## src/rtl/memory_access_stage.sv

```systemverilog
// memory_access_stage
//
// Resolves up to three memory operands for one instruction. The stage
// takes a request, then walks through source-1 read, source-2 read and
// destination write in that fixed order, issuing only the accesses whose
// flag is set. Unflagged source operands pass straight through. When all
// accesses are done the result is held in DONE until downstream is ready.
//
// Ports
//   clk, reset                 single clock, synchronous active-high reset
//   addrValidIn / readyOut     request handshake (accept = both high)
//   isMemoryAccess*In          per-operand memory flags
//   memoryAddress*In           64-bit operand addresses (used as-is)
//   operand1ValIn/2ValIn       register operand values
//   storeDataIn                data written to the destination address
//   memReqOut, memWriteOut,
//   memAddrOut, memWriteDataOut  memory request port
//   memAckIn, memReadDataIn    memory response port
//   operand1ValOut/2ValOut     resolved operands
//   resultValidOut, stallIn    result handshake with downstream
//   faultOut                   sticky memory timeout fault
//
// Optional feature: define MEM_ACCESS_TIMEOUT_EN to abort an access that
// goes 255 cycles without an acknowledge. Without it, accesses wait
// indefinitely and faultOut is tied low.

module memory_access_stage (
    input  logic        clk,
    input  logic        reset,
    input  logic        addrValidIn,
    output logic        readyOut,
    input  logic        isMemoryAccessSrc1In,
    input  logic        isMemoryAccessSrc2In,
    input  logic        isMemoryAccessDestIn,
    input  logic [63:0] memoryAddressSrc1In,
    input  logic [63:0] memoryAddressSrc2In,
    input  logic [63:0] memoryAddressDestIn,
    input  logic [63:0] operand1ValIn,
    input  logic [63:0] operand2ValIn,
    input  logic [63:0] storeDataIn,
    output logic        memReqOut,
    output logic        memWriteOut,
    output logic [63:0] memAddrOut,
    output logic [63:0] memWriteDataOut,
    input  logic        memAckIn,
    input  logic [63:0] memReadDataIn,
    output logic [63:0] operand1ValOut,
    output logic [63:0] operand2ValOut,
    output logic        resultValidOut,
    input  logic        stallIn,
    output logic        faultOut
);

    localparam logic [2:0] IDLE       = 3'd0;
    localparam logic [2:0] READ_SRC1  = 3'd1;
    localparam logic [2:0] READ_SRC2  = 3'd2;
    localparam logic [2:0] WRITE_DEST = 3'd3;
    localparam logic [2:0] DONE       = 3'd4;

    logic [2:0]  state;
    logic [2:0]  first_state;
    logic [2:0]  after_access;
    logic        src2_q;
    logic        dest_q;
    logic [63:0] addr_src1_q;
    logic [63:0] addr_src2_q;
    logic [63:0] addr_dest_q;
    logic [63:0] store_data_q;
    logic        timeout;

    // First access to perform, decided from the live flags at acceptance.
    always_comb begin
        first_state = DONE;
        if (isMemoryAccessSrc1In)      first_state = READ_SRC1;
        else if (isMemoryAccessSrc2In) first_state = READ_SRC2;
        else if (isMemoryAccessDestIn) first_state = WRITE_DEST;
    end

    // Next access after the current one completes, from the captured flags.
    always_comb begin
        after_access = DONE;
        case (state)
            READ_SRC1: begin
                if (src2_q)      after_access = READ_SRC2;
                else if (dest_q) after_access = WRITE_DEST;
            end
            READ_SRC2: begin
                if (dest_q) after_access = WRITE_DEST;
            end
            default: after_access = DONE;
        endcase
    end

    // Memory port is a pure decode of the state, so it drops to zero the
    // cycle any access ends (ack, timeout or reset).
    always_comb begin
        readyOut        = (state == IDLE);
        resultValidOut  = (state == DONE);
        memReqOut       = 1'b0;
        memWriteOut     = 1'b0;
        memAddrOut      = '0;
        memWriteDataOut = '0;
        case (state)
            READ_SRC1: begin
                memReqOut  = 1'b1;
                memAddrOut = addr_src1_q;
            end
            READ_SRC2: begin
                memReqOut  = 1'b1;
                memAddrOut = addr_src2_q;
            end
            WRITE_DEST: begin
                memReqOut       = 1'b1;
                memWriteOut     = 1'b1;
                memAddrOut      = addr_dest_q;
                memWriteDataOut = store_data_q;
            end
            default: ;
        endcase
    end

    always_ff @(posedge clk) begin
        if (reset) begin
            state          <= IDLE;
            src2_q         <= 1'b0;
            dest_q         <= 1'b0;
            addr_src1_q    <= '0;
            addr_src2_q    <= '0;
            addr_dest_q    <= '0;
            store_data_q   <= '0;
            operand1ValOut <= '0;
            operand2ValOut <= '0;
        end else begin
            case (state)
                IDLE: begin
                    if (addrValidIn) begin
                        src2_q         <= isMemoryAccessSrc2In;
                        dest_q         <= isMemoryAccessDestIn;
                        addr_src1_q    <= memoryAddressSrc1In;
                        addr_src2_q    <= memoryAddressSrc2In;
                        addr_dest_q    <= memoryAddressDestIn;
                        store_data_q   <= storeDataIn;
                        operand1ValOut <= operand1ValIn;
                        operand2ValOut <= operand2ValIn;
                        state          <= first_state;
                    end
                end
                READ_SRC1, READ_SRC2, WRITE_DEST: begin
                    // Acks only count here, where memReqOut is high.
                    if (memAckIn) begin
                        if (state == READ_SRC1) operand1ValOut <= memReadDataIn;
                        if (state == READ_SRC2) operand2ValOut <= memReadDataIn;
                        state <= after_access;
                    end else if (timeout) begin
                        state <= DONE;
                    end
                end
                DONE: begin
                    if (!stallIn) state <= IDLE;
                end
                default: state <= IDLE;
            endcase
        end
    end

`ifdef MEM_ACCESS_TIMEOUT_EN
    logic [7:0] wait_cnt;
    logic       fault_q;

    // Counter is zero whenever no access is waiting, so every access state
    // starts counting from zero. It reaches 255 on the same edge the
    // access is abandoned.
    always_ff @(posedge clk) begin
        if (reset)                      wait_cnt <= '0;
        else if (!memReqOut || memAckIn) wait_cnt <= '0;
        else                            wait_cnt <= wait_cnt + 8'd1;
    end

    assign timeout = memReqOut && !memAckIn && (wait_cnt == 8'd254);

    always_ff @(posedge clk) begin
        if (reset)        fault_q <= 1'b0;
        else if (timeout) fault_q <= 1'b1;
    end

    assign faultOut = fault_q;
`else
    assign timeout  = 1'b0;
    assign faultOut = 1'b0;
`endif

endmodule

```

## config.mk

```make
export PLATFORM = sky130hd
export DESIGN_NAME = memory_access_stage
export DESIGN_NICKNAME = d
export VERILOG_FILES = /design/src/rtl/memory_access_stage.sv
export SDC_FILE = /design/constraint.sdc
export NUM_CORES = 1
export LEC_CHECK = 0
export CORE_AREA = 2 2 276 278
export CTS_CLUSTER_DIAMETER = 40
export DETAILED_ROUTE_END_ITERATION = 8
export DIE_AREA = 0 0 278 280
export GPL_TIMING_DRIVEN = 1
export MAX_ROUTING_LAYER = met4
export RECOVER_POWER = 50
export SYNTH_ARGS = -nofsm -noshare
export SYNTH_HDL_FRONTEND = slang
export SYNTH_SLANG_ARGS = --single-unit
```

## constraint.sdc

```tcl
create_clock -name clk -period 1.72 [get_ports clk]
set_clock_uncertainty 0.05 [all_clocks]
set_input_delay 0.258 -clock clk [delete_from_list [all_inputs] [get_ports clk]]
set_output_delay 0.258 -clock clk [all_outputs]
set_load 0.01 [all_outputs]
```

Yosys cells after proc, flatten, opt, wreduce, memory -nomap -nowiden:

Cells that the tools add are included.

* bits in writable memories: 0
* bits in registers: 389
* ROM bits: 0
* input port bits: 456
* memories kept: 0
* latch bits: 0
* output and inout port bits: 261
* word-level logic and storage cells: 47

* bitwise operators: 0
* magnitude comparators: 0
* reduce and logical (&&, ||, !) cells: 7
* div/mod/pow operators: 0
* multipliers: 0
* add/subtract/negate cells: 0
* equal/unequal tests: 9
* mux-type cells: 22
* shifts and indexed selects: 0

Operator list (count)
* $mux 64: 7
* $pmux 64 s2: 2
* $pmux 64 s3: 1
* $mux 3: 8
* $pmux 3 s3: 1
* $reduce_and 4->1: 2
* $eq 3x2->1 const B: 2
* $ne 2x1->1 const B: 3
* $pmux 3 s2: 1
* $ne 2x2->1 const B: 2
* $eq 3x1->1 const B: 1
* $eq 3x3->1 const B: 1
* $logic_not 3->1: 1
* $reduce_and 3->1: 1
* $reduce_or 3->1: 1
* $mux 1: 2
* $reduce_and 2->1: 1
* $reduce_bool 2->1: 1

Logic depth before layout (Yosys ltp):

* depth after elaboration: 5
* depth in mapped cells: 7
* mapped depth without buffers: 4

Worst setup path after synthesis:

OpenSTA, ideal clock, no wires.

* kind: flip-flop to output port
* from: register state[0]
* to: output memAddrOut[31]
* path slack: -0.055 ns
* data required time: 1.412 ns
* arrival time: 1.467 ns
* buffers on the path: 4
* cell stages (with the launch flop): 7
* cell sequence: dfxtp_1 buf_4 clkbuf_1 buf_2 buf_2 nand3b_1 a21oi_1

* cells in the longest elaborated chain, start to end: 2
* elaborated cells on any way between the ends: 4
* classes of those cells: eq/ne: 3; mux: 1

Ends and longest elaborated chain
* start, declared: line 60 `logic [2:0] state;`
* start signal, assigned: line 145 `state <= first_state;`
* start signal, assigned: line 153 `state <= after_access;`
* $eq 3x2->1 or $eq 3x1->1 (tied branches): line 103 `case (state)`
* $pmux 64 s3 (*): line 103
* end, declared: line 43 `output logic [63:0] memAddrOut,`

Mark *: on every way between the ends. The rest lies on a longest branch, timed or not.

Worst setup path after layout:

* from: register state[0]
* to: output memAddrOut[16]

Same word-level chain as after synthesis.

==> metrics.md <==
| Metric | Value |
|---|---|
| I/O pins | `around 700` |
| Die width | `approximately 280 um` |
| Total GRT Usage | `0.197` |
| Final hold vios | `0` |
| CP max FO | `7` |
| Largest net degree at the start of global routing | `between 60 and 70` |
| Most frequent cells in the layout | `582 x clkdlybuf4s50_1, 549 x nand2_1, 422 x a21oi_1, 386 x dfxtp_1, 128 x mux2i_1` |
| Syn nets | `around 2,600` |
| RSZ-0062 raised after global routing | `yes` |
| Final Worst Setup Slack | `-0.634 ns` |
| Worst reg2reg path depth | `8` |
| R2r setup slk | `-0.40 ns` |
| Routability cong. | `0.842` |
| Slew Limit Fails | `0` |
| Psw | `approximately 0.011 W` |
| Cells after synthesis | `roughly 2,100` |
| Core outline area | `~75,000 um2` |
| Netlist Area Pre-Place | `between 15,000 and 20,000 um2` |
| Worst Path Buf+Inv | `4` |
| Share of cells above drive strength 1 | `0.222` |
| Wire length per cell | `between 20 and 25 um` |
| Outcome | `complete, but fails checks` |
| Max Cap Violations | `0` |
| Vias per cell | `roughly 4.6` |
| Reg2reg end | `addr_src2_q[17]` |
| Hold buffers post-CTS | `0` |
| Commonest non-fill, non-tap cell in the layout | `clkdlybuf4s50_1` |
| Pwr Density | `~1200 nW/um2` |
| Final period utilization | `1.37` |
| Synth cell types | `29` |
| Die ar. | `roughly 78,000 um2` |
| F_max | `0.425 GHz` |
| Rows | `approximately 100` |
| Hold worst-path end | `store_data_q[31]` |
| Combinational share of power | `0.251` |
| Drc violations | `0` |
| Syn avg cell area | `about 8 um2` |
| Synth warn | `0` |
| Die height | `around 280 um` |
| HP Class | `in2reg` |
| Final Setup Violations | `roughly 650` |
| Cell internal pwr | `between 0.02 and 0.03 W` |
| Slowest-stage cell, CP | `dfxtp_4` |
| Layout Cells excl Fill | `between 3,000 and 4,000` |
| Vias | `between 15,000 and 20,000` |
| CP required | `1.41 ns` |
| FF+latch count, synth | `between 300 and 400` |
| CTS tree | `done` |
| Sequential area share after synthesis | `0.453` |
| Sequential Power Share | `0.301` |
| Clock power frac | `0.448` |
| Sequential cell area | `7800 um2` |
| Starting DRT DRC Count | `980` |
| H-Tree Depth | `3` |
| Dpl cell area | `26,100 um2` |
| CP endpoint kind | `output pin` |
| HPWL after DPL | `around 55,000 um` |
| Number of port buffers | `just over 700` |
| Cells along the critical path | `buf_12 > buf_8 > clkbuf_16 > mux2_4 > nand2_2 > a21oi_2 > buf_2` |
| Antenna viol nets, final | `0` |
| # fillers | `7,566` |
| Setup TNS | `-191.63 ns` |
| Worst path max stage delay | `~0.44 ns` |
| Static leakage | `approximately 12 nW` |
| Starting Density | `0.229` |
| Remaining Overflow, GRT | `0` |
| Worst r2r src | `state[0]` |
| Initial antenna violation count | `16` |
| Delay-heaviest family, CP | `buffers and inverters` |
| Clk_lat worst skew | `0.61 ns` |
| Final net count | `around 3,400` |
| Number of global-route vias before repair | `approximately 18,000` |
| Worst Max-Slew Pin Slew | `0.528 ns` |
| Hold Crit Depth | `2` |
| Pre-antenna DRT Iters | `5` |
| Post-layout min period | `about 2.4 ns` |
| Final Routed Wirelength | `81,200 um` |
| Peak supply drop | `0.700 mV` |
| CTS Sinks | `around 390` |
| Clock root buffer master | `clkbuf_16` |
| Critical path type | `reg2out` |
| TritonCTS Buffers | `80` |
| Cell area after layout | `a little over 30,000 um2` |
| Critical Path AT | `approximately 2.1 ns` |
| P&R area growth vs syn | `77.0%` |
| Clock transition at path regs | `about 0.050 ns` |
| Relative slew slack | `0.648` |
| Failing checks | `negative setup slack` |
| Inst Count DP | `about 3,700` |
| Area of the multi-input gates | `a little over 9000 um2` |
| Worst Setup Start Kind | `flop` |
| Maximum buffer depth of the clock tree | `3` |
| Sw Share | `0.295` |
| First-pass GRT wire length | `~110,000 um` |
| Hold wc startpoint | `reset` |
-- cell type report --
type / instances / area share
tap: 978 / 0.0402
timing repair buffer: 905 / 0.311
inverter: 2 / 0.000493
clock buffer: 97 / 0.0718
antenna: 15 / 0.00123
multi-input combinational: 1516 / 0.298
sequential: 389 / 0.256
clock inverter: 50 / 0.0204
-- how the worst max path moves through the flow --
stage	start	cells after the start	slack, ns	to
final	state[0]	7	-0.63	memAddrOut[16]
after global placement	addrValidIn	5	-0.54	state[2]
after floorplan	state[1]	6	-0.02	memAddrOut[0]
after global routing	state[0]	6	-0.74	memAddrOut[63]
after detailed placement	addrValidIn	5	-0.50	state[2]
after CTS	state[0]	6	-1.01	memAddrOut[14]
-- worst reg2reg max path, stage by stage, from the launching register on --
cell and delay (ns):
dfxtp_4 0.39, buf_4 0.16, buf_12 0.13, buf_8 0.13
or4b_4 0.55, buf_12 0.20, clkbuf_16 0.26, nand2_1 0.09
a21oi_1 0.06
-- cell families after synthesis --
logic type,count (synthesis),synth area share
muxes,194,0.118
and+or+nand+nor,730,0.186
DFF,389,0.453
buffers and inverters,206,0.0521
other,1,0.000218
AOI/OAI and AO/OA,591,0.191
-- flip-flops by register name, indices dropped and copies added, names as in the netlist --
register and flops:
addr_src1_q 64, src2_q 1, store_data_q 64, dest_q 1
operand1ValOut 64, state 3, addr_src2_q 64, operand2ValOut 64
addr_dest_q 64
-- power by group through the flow --
stage                     registers (W)  clock network, W  logic (W)
after floorplan                  0.0110                 0    0.00367
after global placement           0.0109                 0    0.00809
after detailed placement         0.0109                 0    0.00812
after CTS                        0.0108            0.0164    0.00845
after global routing             0.0109            0.0168    0.00966
final                            0.0108            0.0161    0.00901
-- what timing repair did --
item	4_1_cts	5_1_grt
cloned	9	14
pin swaps	3	58
endpoints found under the setup margin	649	649
resized for setup	413	402
hold endpoints to repair	0	0
buffers inserted	24	36
-- layer usage --
metal,GRT usage,part of all wire,vias to the layer above
met2,0.309,0.47,610
met1,0.237,0.42,8718
met3,0.0522,0.066,161
li1,-,-,8868
met5,-,0,-
met4,0.0891,0.038,0
-- cell usage after synthesis, drive strengths merged --
library cell / n / area, um2
nand2: 579 / 2170
a21oi: 451 / 2260
dfxtp: 389 / 7790
a211oi: 128 / 961
mux2i: 128 / 1280
buf: 111 / 541
clkbuf: 93 / 349
and2: 67 / 419
mux2: 66 / 743
nand3b: 63 / 473
nor2: 7 / 26.3
o21ai: 7 / 35.0
nor2b: 5 / 31.3
a311oi: 2 / 17.5
a31oi: 2 / 12.5
inv: 2 / 7.51
nor4b: 2 / 32.5
a22oi: 1 / 7.51
conb: 1 / 3.75
nand2b: 1 / 6.26
nand3: 1 / 5.00
nor3: 1 / 5.00
nor4: 1 / 6.26
nor4bb: 1 / 10.0
or2: 1 / 6.26
or4b: 1 / 10.0
-- stage by stage --
stage          worst slack (ns)  total power [W]  utilization  hold slack, ns
6_report                 -0.634           0.0359        0.405          0.0502
2_1_floorplan           -0.0153           0.0146            -           0.344
5_1_grt                  -0.738           0.0374        0.405          0.0433
4_1_cts                   -1.01           0.0356        0.392          0.0120
3_5_place_dp             -0.496           0.0190        0.347           0.392
3_3_place_gp             -0.542           0.0190        0.347           0.387
(Power assumes the default switching activity.)
